$ cat src/rtl/rgb_pwm_encoder.sv
// Three-channel PWM encoder with a double-buffered duty triple and global brightness scaling.
// New duties are latched into a pending buffer and promoted to the active set only at a period boundary.
module rgb_pwm_encoder #(
    parameter bit          ACTIVE_LOW = 1'b0,
    parameter int unsigned CNT_W      = 8
) (
    input  logic             clk_div,
    input  logic             rst,
    input  logic             en,
    input  logic [CNT_W-1:0] R_time_in,
    input  logic [CNT_W-1:0] G_time_in,
    input  logic [CNT_W-1:0] B_time_in,
    input  logic [CNT_W-1:0] bright,
    input  logic             duty_valid,
    output logic             duty_ready,
    output logic             R_pwm,
    output logic             G_pwm,
    output logic             B_pwm,
    output logic             period_end
);

    localparam int unsigned      PROD_W  = 2 * CNT_W + 1;
    localparam int unsigned      SCALE_W = CNT_W + 1;
    localparam logic [CNT_W-1:0] CNT_MAX = '1;

    typedef enum logic {
        EMPTY = 1'b0,
        FULL  = 1'b1
    } pend_state_e;

    pend_state_e      state_q, state_d;
    logic [CNT_W-1:0] cnt_q, cnt_d;
    logic [CNT_W-1:0] pend_r_q, pend_r_d, pend_g_q, pend_g_d, pend_b_q, pend_b_d;
    logic [CNT_W-1:0] act_r_q, act_r_d, act_g_q, act_g_d, act_b_q, act_b_d;
    logic             r_pwm_q, r_pwm_d, g_pwm_q, g_pwm_d, b_pwm_q, b_pwm_d;
    logic             period_end_q, period_end_d;
    logic             boundary;
    logic [SCALE_W-1:0] scale;

    // bright+1 keeps full brightness an exact identity after the >> CNT_W
    function automatic logic [CNT_W-1:0] scale_duty(input logic [CNT_W-1:0]   duty,
                                                    input logic [SCALE_W-1:0] s);
        logic [PROD_W-1:0] prod;
        prod = PROD_W'(duty) * PROD_W'(s);
        return CNT_W'(prod >> CNT_W);
    endfunction

    assign duty_ready = (state_q == EMPTY);
    assign R_pwm      = r_pwm_q;
    assign G_pwm      = g_pwm_q;
    assign B_pwm      = b_pwm_q;
    assign period_end = period_end_q;

    // Next-state: counter, pending-buffer FSM, boundary transfer and PWM compare
    always_comb begin
        state_d  = state_q;
        pend_r_d = pend_r_q;
        pend_g_d = pend_g_q;
        pend_b_d = pend_b_q;
        act_r_d  = act_r_q;
        act_g_d  = act_g_q;
        act_b_d  = act_b_q;

        boundary = en && (cnt_q == CNT_MAX);
        scale    = SCALE_W'(bright) + SCALE_W'(1);
        cnt_d    = en ? cnt_q + CNT_W'(1) : '0;

        case (state_q)
            EMPTY: begin
                if (duty_valid) begin
                    pend_r_d = R_time_in;
                    pend_g_d = G_time_in;
                    pend_b_d = B_time_in;
                    state_d  = FULL;
                end
            end
            FULL: begin
                if (boundary) begin
                    act_r_d = scale_duty(pend_r_q, scale);
                    act_g_d = scale_duty(pend_g_q, scale);
                    act_b_d = scale_duty(pend_b_q, scale);
                    state_d = EMPTY;
                end
            end
            default: state_d = EMPTY;
        endcase

        r_pwm_d      = en ? ((cnt_q < act_r_q) ^ ACTIVE_LOW) : ACTIVE_LOW;
        g_pwm_d      = en ? ((cnt_q < act_g_q) ^ ACTIVE_LOW) : ACTIVE_LOW;
        b_pwm_d      = en ? ((cnt_q < act_b_q) ^ ACTIVE_LOW) : ACTIVE_LOW;
        period_end_d = boundary;
    end

    always_ff @(posedge clk_div or posedge rst) begin
        if (rst) begin
            state_q      <= EMPTY;
            cnt_q        <= '0;
            pend_r_q     <= '0;
            pend_g_q     <= '0;
            pend_b_q     <= '0;
            act_r_q      <= '0;
            act_g_q      <= '0;
            act_b_q      <= '0;
            r_pwm_q      <= ACTIVE_LOW;
            g_pwm_q      <= ACTIVE_LOW;
            b_pwm_q      <= ACTIVE_LOW;
            period_end_q <= 1'b0;
        end else begin
            state_q      <= state_d;
            cnt_q        <= cnt_d;
            pend_r_q     <= pend_r_d;
            pend_g_q     <= pend_g_d;
            pend_b_q     <= pend_b_d;
            act_r_q      <= act_r_d;
            act_g_q      <= act_g_d;
            act_b_q      <= act_b_d;
            r_pwm_q      <= r_pwm_d;
            g_pwm_q      <= g_pwm_d;
            b_pwm_q      <= b_pwm_d;
            period_end_q <= period_end_d;
        end
    end

endmodule

$ cat config.mk
export PLATFORM = sky130hd
export DESIGN_NAME = rgb_pwm_encoder
export DESIGN_NICKNAME = d
export VERILOG_FILES = /design/src/rtl/rgb_pwm_encoder.sv
export SDC_FILE = /design/constraint.sdc
export NUM_CORES = 1
export LEC_CHECK = 0
export CAP_MARGIN = 5
export CORE_UTILIZATION = 24
export DETAILED_ROUTE_END_ITERATION = 8
export PLACE_DENSITY = 0.44
export SLEW_MARGIN = 20
export SYNTH_ARGS = -nofsm -noshare
export SYNTH_HDL_FRONTEND = slang
export SYNTH_SLANG_ARGS = --single-unit
$ cat constraint.sdc
create_clock -name clk_div -period 14.2 [get_ports clk_div]
set_clock_uncertainty 0.15 [all_clocks]
set_input_delay 2.84 -clock clk_div [delete_from_list [all_inputs] [get_ports clk_div]]
set_output_delay 2.84 -clock clk_div [all_outputs]
set_load 0.02 [all_outputs]
==> run metrics, run 1 <==
root buf cell=clkbuf_16; average size of a mapped cell=9.49 µm²; # setup viols final=0; worst slack on hold paths=0.331 ns; WP data arrival=9.05 ns; Synth Net Count=1233; Synth Instances=958; initial antenna violation count=0; Cell variety after synth=44; Power Density=116 nW/µm²; final worst path period need=8.98 ns; synthesized area=9090 µm²; pin count of the biggest net entering global routing=62; diode count=0; Reg clk slew, reported paths=0.06 ns; synth warn=0; top cells by area, synth=fa_1, dfrtp_1, ha_1, and2_1, inv_1; Final Cell Area=10500 µm²; First-pass DRT Iterations=4; CTS tree=yes; hold crit path type=reg -> reg; die area=38700 µm²; CP Launch Type=input pin; LEAKAGE=5.14 nW; actual slew at the worst max-slew pin=0.974 ns; Placer Congestion=0.735; drt wl/cell=14.3 µm; total number of vias=6284; max-cap violations=0; WP data required=14.27 ns; #FFs+latches synth=61; hold_buf cts=0; Post-DP HPWL=16200 µm; H-Tree Depth=3; Worst Path Max Fanout=24; total track usage=12.1%; EDFF count, synth=0; Die Wd=197 µm; cts repair resizes=0; Fin. Hold Viols=0; placeable core area=37000 µm²; vias in the first global route=6871; deepest clock path buffer count=2; nets@finish=1261; Post-DP Area=10100 µm²; Async SR Flop Fraction=100%; postcts setup bufs=0; Detail Route Antenna Nets=0; Max rail drop VDD=0.0583 mV; Crit. End Element=flip-flop; WS Path Type=in -> reg; Avg Vias per Cell=4.20; Worst-Skew Late Latency=0.36 ns; period utilization=63.2%; Synth top area share=26.4%; global route overflow=0; 1st-iter DRT viols=250; starting density of the core=24.6%; I/O Buffers=40; TNS Setup=0 ns; top_reg_cell synth=dfrtp_1; Max Freq=0.111 GHz; most frequent cell after synthesis=inv_1; register area share after synthesis=16.8%; share of layout cells above drive strength 1=6.05%; outcome=complete, no violations; post-synth top area cell=fa_1; DRC=0; Max Slew Vio Count=0; Die Span Y=197 µm; DRT Wirelength=21400 µm; Sink Count=61; Relative slew margins=34.8%; most instantiated cells after synthesis=inv_1, and2_1, fa_1; global-route wire length before repair=36500 µm; Cell Rows=70; Layout area overhead=15.0%; FF-to-FF setup slack=9.14 ns; cts bufs inserted=9; RSZ-0062 raised after global routing=false; Ports=41
area by class of cell:
type / instances / area (µm²)
timing repair buffer: 51 / 483
clock inverter: 5 / 108
inverter: 174 / 653
clock buffer: 11 / 243
tap: 504 / 631
sequential: 61 / 1530
fill: 3942 / 26500
multi-input combinational: 689 / 6810
worst paths after layout:
| check | start | to | cells after the start |
|---|---|---|---|
| worst max-delay path | bright[0] | act_r_q[6] | 21 |
| worst min-delay path | act_r_q[2] | act_r_q[2] | 2 |
| worst max register to register | pend_r_q[2] | act_r_q[6] | 16 |
| worst min register to register | act_r_q[2] | act_r_q[2] | 2 |
| max in group asynchronous | rst | pend_r_q[0] | 3 |
| min in group asynchronous | rst | R_pwm | 3 |
power by group:
group	leakage, nW	total [mW]	switching (mW)	internal [mW]
clock	0.170	0.274	0.0967	0.177
combinational	4.17	0.728	0.408	0.319
sequential	0.792	0.210	0.0270	0.183
total	5.14	1.21	0.532	0.679
metrics by stage:
stage	setup WS [ns]	power (mW)	util [%]	std cells
5_1_grt	4.79	1.36	28.3	1495
3_3_place_gp	4.93	0.960	27.3	1479
3_5_place_dp	4.79	0.961	27.3	1479
6_report	5.22	1.21	28.3	1495
2_1_floorplan	6.38	0.755	-	958
4_1_cts	5.16	1.25	28.3	1495
cell families (layout without fill, tap and decap cells):
kind of cell / Yosys count / count (layout) / synth area share, %
AO/OA/AOI/OAI: 82 / 82 / 6.37
XOR/XNOR: 45 / 45 / 4.33
adder cells (fa/ha/maj): 239 / 239 / 42.8
buffers and inverters: 208 / 241 / 8.59
flip-flops: 61 / 61 / 16.8
multiplexers: 25 / 25 / 3.07
AND/OR/NAND/NOR: 298 / 298 / 18.1
cells in the final DEF (no fill, tap or decap), types with 3 or more instances in the layout:
cell type        netlist  routed
a21o_1                16      16
a21oi_1                7       7
a31oi_1                5       5
and2_1               156     156
and3_1                 3       3
buf_4                  0      11
bufinv_16              0       3
clkbuf_16              0       9
clkdlybuf4s50_1        0      40
dfrtp_1               61      61
fa_1                 120     120
ha_1                 119     119
inv_1                174     173
mux2_2                23      23
nand2_1               76      76
nand2b_1               9       9
nand3_1               12      12
nand3b_1               3       3
nand4_1                3       3
nor2_1                 7       7
nor2b_1               18      17
nor3_1                 5       5
o211ai_1               3       3
o21a_1                 4       4
o21ai_0               28      28
or3_1                  4       4
xnor2_1               29      26
xnor2_2                0       3
xor2_1                16      16
flip-flops by register name (all words and copies together), names as in the netlist:
| register | count |
|---|---|
| act_b_q | 8 |
| act_r_q | 8 |
| state_q | 1 |
| pend_b_q | 8 |
| G_pwm | 1 |
| act_g_q | 8 |
| pend_g_q | 8 |
| period_end | 1 |
| B_pwm | 1 |
| R_pwm | 1 |
| pend_r_q | 8 |
| cnt_q | 8 |
metal layers:
layer | routed length [µm] | track usage (%) | up-vias
met3 | 284 | 1.42 | 23
met2 | 10600 | 20.8 | 34
met1 | 10100 | 15.8 | 3194
met4 | 480 | 4.22 | 0
met5 | 0 | 0 | -
li1 | - | - | 3033
worst max-delay path: stages:
cell	delay, ns
clkdlybuf4s50_1	1.11
ha_1	0.31
nand3_1	0.14
xnor2_2	0.14
buf_4	0.30
nand2_1	0.13
fa_1	0.50
fa_1	0.54
inv_1	0.05
fa_1	0.49
inv_1	0.05
fa_1	0.48
inv_1	0.04
ha_1	0.24
a2111oi_4	0.34
o41ai_2	0.15
a221oi_2	0.48
o2111ai_2	0.24
a21oi_1	0.21
xor2_1	0.15
o21ai_0	0.08
(Power assumes the default switching activity.)
==> inputs of run 2 (changes only) <==
--- a/config.mk
+++ b/config.mk
@@ -8,7 +8,7 @@
 export CAP_MARGIN = 5
 export CORE_UTILIZATION = 24
 export DETAILED_ROUTE_END_ITERATION = 8
-export PLACE_DENSITY = 0.44
+export PLACE_DENSITY = 0.45
 export SLEW_MARGIN = 20
 export SYNTH_ARGS = -nofsm -noshare
 export SYNTH_HDL_FRONTEND = slang
==> constraint.sdc (replaced) <==
create_clock -name clk_div -period 8.2 [get_ports clk_div]
set_clock_uncertainty 0.15 [all_clocks]
set_input_delay 1.64 -clock clk_div [delete_from_list [all_inputs] [get_ports clk_div]]
set_output_delay 1.64 -clock clk_div [all_outputs]
set_load 0.02 [all_outputs]
==> run metrics, run 2 (synthesized netlist as in run 1, its figures left out) <==
Worst-Skew Late Latency=0.35 ns; share of layout cells above drive strength 1=6.43%; critical path cell sequence=clkdlybuf4s50_1, buf_4, and3_1, nand3_1, xnor2_2, nand2_1, fa_1, fa_1, inv_1, fa_1, inv_1, fa_1, inv_1, ha_1, a2111oi_4, o41ai_2, a221oi_2, o2111ai_2, a21oi_1, xor2_1, o21ai_0; WP data required=8.26 ns; Relative slew margins=37.4%; max incr delay on CP=0.54 ns; drt wl/cell=14.7 µm; total number of vias=6232; CP Depth=21; Placer Congestion=0.748; die area=38700 µm²; Max rail drop VDD=0.0808 mV; RSZ-0062 raised after global routing=false; Detail Route Antenna Nets=0; WS Path Type=in -> reg; hold crit path type=reg -> reg; Max Slew Vio Count=0; WP data arrival=7.08 ns; Slowest cell on crit path=fa_1; nets@finish=1265; CP Launch Type=input pin; global route overflow=0; DRC=0; actual slew at the worst max-slew pin=0.937 ns; final non-filler cell total=1499; Reg2Reg Depth=16; Cell Rows=70; Layout area overhead=15.1%; Fin. Hold Viols=0; Critical path buffers and inverters=5; Crit. End Element=flip-flop; cts repair resizes=0; First-pass DRT Iterations=4; register area=1530 µm²; worst slack on hold paths=0.331 ns; r2r endpoint=act_r_q[6]; total track usage=12.2%; 1st-iter DRT viols=222; final worst path period need=7.02 ns; Die Span Y=197 µm; Ports=41; vias in the first global route=6604; placed cells=1483; starting density of the core=24.6%; period utilization=85.6%; Power Total=2.06 mW; Power Density=197 nW/µm²; DRT Wirelength=22000 µm; postcts setup bufs=0; leading cell type in the layout, fill and taps excluded=inv_1; H-Tree Depth=3; cts bufs inserted=9; # setup viols final=0; deepest clock path buffer count=2; commonest cells after routing, fill and taps aside=inv_1, and2_1, fa_1; hold_sp=act_g_q[3]; hold_buf cts=0; placeable core area=37000 µm²; root buf cell=clkbuf_16; TNS Setup=0 ns; cell family with most CP delay=adder cells; Filler cells=4003; Hold Path Stages=2; pin count of the biggest net entering global routing=62; reg2reg start=pend_r_q[2]; Reg clk slew, reported paths=0.06 ns; FF-to-FF setup slack=3.08 ns; global-route wire length before repair=36300 µm; Sink Count=61; LEAKAGE=5.15 nW; Worst Path Max Fanout=13; CP dominant cell by count=fa_1; outcome=complete, no violations; diode count=0; I/O Buffers=40; Crit. Startpoint=bright[0]; area of the multi-input gates=6820 µm²; max-cap violations=0; Post-DP HPWL=17100 µm; initial antenna violation count=0; CTS tree=yes; Max Freq=0.143 GHz; Avg Vias per Cell=4.16; Die Wd=197 µm; Critical Path End=act_r_q[6]
==> run 2: how the worst min path moves through the flow <==
stage	to	slack (ns)
2_1_floorplan	act_b_q[1]	0.29
3_3_place_gp	act_b_q[1]	0.31
3_5_place_dp	act_b_q[1]	0.31
4_1_cts	act_b_q[1]	0.33
5_1_grt	act_b_q[2]	0.35
6_report	act_g_q[3]	0.33
==> run 2: per-layer routing <==
metal | share of wire (%) | track usage (%) | vias up | wire [µm]
met4 | 1.1 | 3.13 | 0 | 234
li1 | - | - | 3041 | -
met5 | 0 | 0 | - | 0
met1 | 48 | 16.6 | 3129 | 10500
met2 | 49 | 20.6 | 49 | 10700
met3 | 2.2 | 1.56 | 13 | 476
==> run 2: area by class of cell <==
cell class	instances	area share, %
Tap cell	504	6.03
Clock inverter	4	0.670
Sequential cell	61	14.6
Multi-Input combinational cell	689	65.1
Clock buffer	12	2.45
Inverter	174	6.24
Timing Repair Buffer	55	4.90
==> run 2: report_power, final <==
part / internal (mW) / total, mW / switching (mW)
combinational: 0.555 / 1.25 / 0.698
sequential: 0.317 / 0.365 / 0.0487
clock: 0.282 / 0.438 / 0.156
==> run 2: through the flow <==
step / utilization [%] / setup WS [ns] / instance area, µm²
2_1_floorplan: - / 1.58 / 9090
3_3_place_gp: 27.4 / 0.843 / 10100
3_5_place_dp: 27.4 / 0.794 / 10100
4_1_cts: 28.3 / 1.19 / 10500
5_1_grt: 28.3 / 0.802 / 10500
6_report: 28.3 / 1.18 / 10500
==> run 2: worst reg2reg max path, delay by kind of cell, from the launching register on <==
kind            cells  cell delay (ns)
compound gates      6             1.50
xor+xnor            1             0.18
fa+ha+maj           5             2.27
buf+inv             3             0.14
flops               1             0.60
simple gates        1             0.14
